File: src/rtl/hazard_control_unit.sv
// Stall/flush controller: load-use, branch-operand, mul/div occupancy, HALT.
// Optional HAZARD_PERF_EN adds a saturating stall_cycles counter port.
module hazard_control_unit #(
  parameter int MUL_CYCLES = 4,
  parameter int DIV_CYCLES = 8,
  parameter int CW         = 4
) (
  input  logic       clk,
  input  logic       rst_n,
  input  logic [3:0] id_op1,
  input  logic [3:0] id_op2,
  input  logic       id_use1,
  input  logic       id_use2,
  input  logic       id_branch,
  input  logic       id_halt,
  input  logic       branch_taken,
  input  logic [3:0] ex_op1,
  input  logic [1:0] ex_regwrite,
  input  logic       ex_memread,
  input  logic       ex_muldiv,
  input  logic       ex_is_div,
  output logic       pc_write,
  output logic       ifid_write,
  output logic       ifid_flush,
  output logic       idex_write,
  output logic       idex_bubble,
  output logic       exmem_bubble,
  output logic       muldiv_busy,
  output logic       halted
`ifdef HAZARD_PERF_EN
  ,
  output logic [15:0] stall_cycles
`endif
);

  typedef enum logic [1:0] {
    S_IDLE,
    S_LDBR,
    S_MULDIV,
    S_HALT
  } state_t;

  localparam logic [CW-1:0] MUL_LD = CW'(MUL_CYCLES - 2);
  localparam logic [CW-1:0] DIV_LD = CW'(DIV_CYCLES - 2);

  state_t        r_state;
  state_t        w_state_nxt;
  logic [CW-1:0] r_cnt;
  logic [CW-1:0] w_cnt_nxt;
  logic          w_lu;
  logic          w_bh;
  logic          w_br_op1;

  assign w_br_op1 = id_branch & (ex_op1 == id_op1);
  assign w_lu = ex_memread &
                ((id_use1 & (ex_op1 == id_op1)) |
                 (id_use2 & (ex_op1 == id_op2)));
  assign w_bh = w_br_op1 & (ex_regwrite == 2'b11);

  // State and occupancy counter register
  always_ff @(posedge clk or negedge rst_n) begin
    if (!rst_n) begin
      r_state <= S_IDLE;
      r_cnt   <= '0;
    end else begin
      r_state <= w_state_nxt;
      r_cnt   <= w_cnt_nxt;
    end
  end

  // Next state and pipeline controls; reset forces a bubbling pipe
  always_comb begin
    pc_write     = 1'b1;
    ifid_write   = 1'b1;
    ifid_flush   = 1'b0;
    idex_write   = 1'b1;
    idex_bubble  = 1'b0;
    exmem_bubble = 1'b0;
    muldiv_busy  = 1'b0;
    halted       = 1'b0;
    w_state_nxt  = r_state;
    w_cnt_nxt    = r_cnt;
    unique case (r_state)
      S_IDLE: begin
        if (ex_muldiv) begin
          pc_write     = 1'b0;
          ifid_write   = 1'b0;
          idex_write   = 1'b0;
          exmem_bubble = 1'b1;
          muldiv_busy  = 1'b1;
          w_cnt_nxt    = ex_is_div ? DIV_LD : MUL_LD;
          w_state_nxt  = S_MULDIV;
        end else if (w_lu) begin
          pc_write    = 1'b0;
          ifid_write  = 1'b0;
          idex_bubble = 1'b1;
          if (w_br_op1) w_state_nxt = S_LDBR;
        end else if (w_bh) begin
          pc_write    = 1'b0;
          ifid_write  = 1'b0;
          idex_bubble = 1'b1;
        end else if (id_halt) begin
          w_state_nxt = S_HALT;
        end else if (branch_taken) begin
          ifid_flush = 1'b1;
        end
      end
      S_LDBR: begin
        pc_write    = 1'b0;
        ifid_write  = 1'b0;
        idex_bubble = 1'b1;
        w_state_nxt = S_IDLE;
      end
      S_MULDIV: begin
        pc_write     = 1'b0;
        ifid_write   = 1'b0;
        idex_write   = 1'b0;
        exmem_bubble = 1'b1;
        muldiv_busy  = 1'b1;
        if (r_cnt == '0) w_state_nxt = S_IDLE;
        else w_cnt_nxt = r_cnt - CW'(1);
      end
      S_HALT: begin
        pc_write    = 1'b0;
        ifid_write  = 1'b0;
        idex_bubble = 1'b1;
        halted      = 1'b1;
      end
      default: w_state_nxt = S_IDLE;
    endcase
    if (!rst_n) begin
      pc_write     = 1'b0;
      ifid_write   = 1'b0;
      ifid_flush   = 1'b0;
      idex_write   = 1'b1;
      idex_bubble  = 1'b1;
      exmem_bubble = 1'b1;
      muldiv_busy  = 1'b0;
      halted       = 1'b0;
      w_state_nxt  = S_IDLE;
      w_cnt_nxt    = '0;
    end
  end

`ifdef HAZARD_PERF_EN
  logic [15:0] r_stall;

  // Saturating count of stalled cycles, excluding the halted state
  always_ff @(posedge clk or negedge rst_n) begin
    if (!rst_n) begin
      r_stall <= '0;
    end else if (!pc_write && r_state != S_HALT &&
                 r_stall != 16'hFFFF) begin
      r_stall <= r_stall + 16'd1;
    end
  end

  assign stall_cycles = r_stall;
`endif

endmodule

File: config.mk
export PLATFORM = sky130hd
export DESIGN_NAME = hazard_control_unit
export DESIGN_NICKNAME = d
export VERILOG_FILES = /design/src/rtl/hazard_control_unit.sv
export SDC_FILE = /design/constraint.sdc
export NUM_CORES = 1
export LEC_CHECK = 0
export ABC_AREA = 1
export CAP_MARGIN = 20
export CORE_ASPECT_RATIO = 0.75
export CORE_MARGIN = 2
export CORE_UTILIZATION = 37
export CTS_BUF_LIST = sky130_fd_sc_hd__clkbuf_4 sky130_fd_sc_hd__clkbuf_8 sky130_fd_sc_hd__clkbuf_16
export DETAILED_ROUTE_END_ITERATION = 16
export HOLD_SLACK_MARGIN = 0.12
export PLACE_DENSITY = 0.75
export REMOVE_ABC_BUFFERS = 1
export SYNTH_ARGS = -nofsm -noshare
export SYNTH_HDL_FRONTEND = slang
export SYNTH_SLANG_ARGS = --single-unit
File: constraint.sdc
create_clock -name clk -period 1.25 [get_ports clk]
set_input_delay 0.125 -clock clk [delete_from_list [all_inputs] [get_ports clk]]
set_output_delay 0.125 -clock clk [all_outputs]
set_load 0.005 [all_outputs]
==> impl_metrics.csv, run 1 <==
group,metric,value,unit
pwr,leakage,0.8320,nW
clocking,cts_tree,"yes",
timing,relSlewSlack,80.39,%
place,dp_slack,-973.1,ps
pwr,ir_drop,1059,µV
clocking,clock_sinks,6,
final_layout,layout-drive-gt1-share,54.79,%
clocking,clock_path_buffers,2,
timing,fin_crit,1652,ps
timing,fin_skew,14.57,ps
worst_setup_path,r2r_cells,7,
global_routing,grt_pass1_wl,5244,µm
synth,syn-instance-count,119,
floorplan,initial_core_util,40.61,%
timing,timing.setup.tns,-4233,ps
worst_setup_path,worst_setup_path_start_kind,"input port",
synth,ys_ff_latch,6,
clocking,clockRootBuffer,"clkbuf_4",
worst_setup_path,crit_start,"id_op2[3]",
final_layout,layout_common_cells,"buf_4, inv_1, nand2_1, nand2_2, buf_6",
floorplan,fp.dieArea,2357,µm²
final_layout,antenna_cells,0,
drt,postRouteAntennaNets,0,
floorplan,core-area,1805,µm²
worst_setup_path,worstSetupPathType,"input port to output port",
worst_hold_path,hold_class,"input port to register",
worst_setup_path,end_kind,"output port",
final_layout,nNetsFinal,221,
global_routing,grt_overflow,0,
pwr,total_power,2.424,mW
drt,vias,1191,
synth,synth_cell_types,22,
worst_setup_path,cp_data_required_time,1120,ps
floorplan,rows,13,
drt,viasPerCell,5.671,
timing,hold_viol,0,
worst_hold_path,hold_start,"rst_n",
synth,synth_area,733.2,µm²
global_routing,grt.total_usage,28.82,%
pwr,power_density,1584,nW/µm²
place,gp_congestion,0.8592,
clocking,h-tree-depth,1,
timing,worst-slew-pin-transition,293.2,ps
outcome,status,"finished, violations left",
worst_hold_path,holdPathStages,4,
worst_setup_path,r2r_start,"r_state[0]",
timing,fin_crit_sh,132.1,%
clocking,clock_latency,270,ps
floorplan,ios,32,
drt,first_iter_violations,104,
timing,slew_viol_final,0,
synth,yosysWarnings,0,
final_layout,area_delta_synth_final,108.7,%
final_layout,layout_commonest_cell,"buf_4",
worst_setup_path,critPathArrivalTime,1530,ps
global_routing,grt_pass1_vias,1141,
timing,final.setup.worst_slack,-401.8,ps
floorplan,die_x,55.40,µm
drt,drc,0,
clocking,path_clk_slew,40,ps
clocking,numCtsBuffers,3,
place,port_buffers,31,
run,maxCapViolations,0,
drt,wire_per_inst,18.79,µm
synth,synth-seq-area-share,20.48,%
global_routing,antenna_found_initial,0,
global_routing,grt_max_degree,12,
worst_setup_path,cp_max_fo,3,
place,dp_hpwl,1852,µm
timing,rsz0062_at_grt,"true",
drt,dr.pass1.iters,4,
outcome,violations,"negative setup slack",
drt,wl,3946,µm
synth,syn_avg_cell_area,6.161,µm²
floorplan,dieHeight,42.55,µm
timing,fmaxAchievable,605.4,MHz
timing,setup_violations,14,
final timing paths:
check,slack [ps],to
hold reg to reg,630,r_cnt[2]
setup / recovery,-400,idex_bubble
min in group asynchronous,640,r_cnt[3]
setup reg to reg,-370,r_cnt[3]
max in group asynchronous,370,r_state[1]
hold / removal,510,r_cnt[1]
synthesized netlist by cell type:
library cell | instances | share of area, %
a21oi_1 | 3 | 2.0
buf_2 | 1 | 0.68
buf_4 | 1 | 1.0
dfrtp_1 | 6 | 20
ha_1 | 7 | 12
inv_1 | 26 | 13
inv_2 | 1 | 0.51
nand2_1 | 32 | 16
nand2_2 | 3 | 2.6
nand3_1 | 11 | 7.5
nand3_2 | 2 | 2.7
nand4_1 | 1 | 0.85
nor2_1 | 6 | 3.1
nor2_2 | 3 | 2.6
nor3_1 | 1 | 0.68
nor3b_1 | 1 | 1.0
nor4_1 | 1 | 0.85
o211ai_1 | 1 | 1.0
o21ai_0 | 6 | 4.1
o21ai_1 | 1 | 0.68
o32ai_1 | 2 | 2.4
xor2_1 | 3 | 3.6
flip-flops by register name (all words and copies together) (netlist names):
| register | flops |
|---|---|
| r_cnt | 4 |
| r_state | 2 |
layer usage:
layer,GRT usage (%),vias to the layer above,wire length (µm)
met5,0,-,0
met4,10.24,0,229
met3,9.259,27,339
met2,49.29,91,1809
met1,33.95,562,1567
li1,-,511,-
worst max-delay path: stages:
cell and delay (ps):
dlygate4sd2_1 230, inv_2 60, nand2_2 70, o21ai_2 60, nor2_1 180, nand2_1 110, nand2_2 110, nand2_4 70
nand2_4 90, nand3_1 120, a21oi_2 170, buf_2 130
timing repair:
item | 4_1_cts | 5_1_grt
pin swaps | 34 | 17
endpoints found under the hold margin | 0 | 6
resized for setup | 111 | 25
setup buffers | 14 | 2
setup endpoints to repair | 14 | 14
hold buffers | 0 | 1
cell type report:
class	instances	area (µm²)
well taps	22	27.53
inverters	27	103.9
repair buffers	68	566.8
fillers	86	275.3
multi-input cells	84	659.4
clock buffers	3	22.52
flip-flops and latches	6	150.1
report_power, final:
| part | leakage (nW) | internal (mW) | total [mW] | switching, mW |
|---|---|---|---|---|
| clock network | 0.0138 | 0.110 | 0.199 | 0.0895 |
| logic | 0.739 | 0.885 | 1.90 | 1.02 |
| registers | 0.0787 | 0.275 | 0.323 | 0.0481 |
| total | 0.832 | 1.27 | 2.42 | 1.15 |
kinds of logic after synthesis:
kind of cell | after synthesis | share of synthesized area (%)
DFF | 6 | 20.48
and+or+nand+nor | 61 | 38.23
AOI/OAI and AO/OA | 13 | 10.24
buffers and inverters | 29 | 15.53
adders and majority gates | 7 | 11.94
xor gates and xnor gates | 3 | 3.584
metrics by stage:
stage               cell area, µm²  utilization (%)  hold slack (ps)  std cells
floorplan                    720.7                -           -170.6        117
global placement              1216            67.36            558.4        191
detailed placement            1216            67.36            576.9        191
CTS                           1421            78.72            324.9        207
global route                  1530            84.75            513.3        210
finish                        1530            84.75            507.1        210
No activity file was read; power rests on OpenSTA's default activity.
==> inputs of run 2 (changes only) <==
Settings changed: RECOVER_POWER from default to 25.
==> results of run 2 <==
Same layout as run 1: the final DEF is identical, and so are final timing and power.
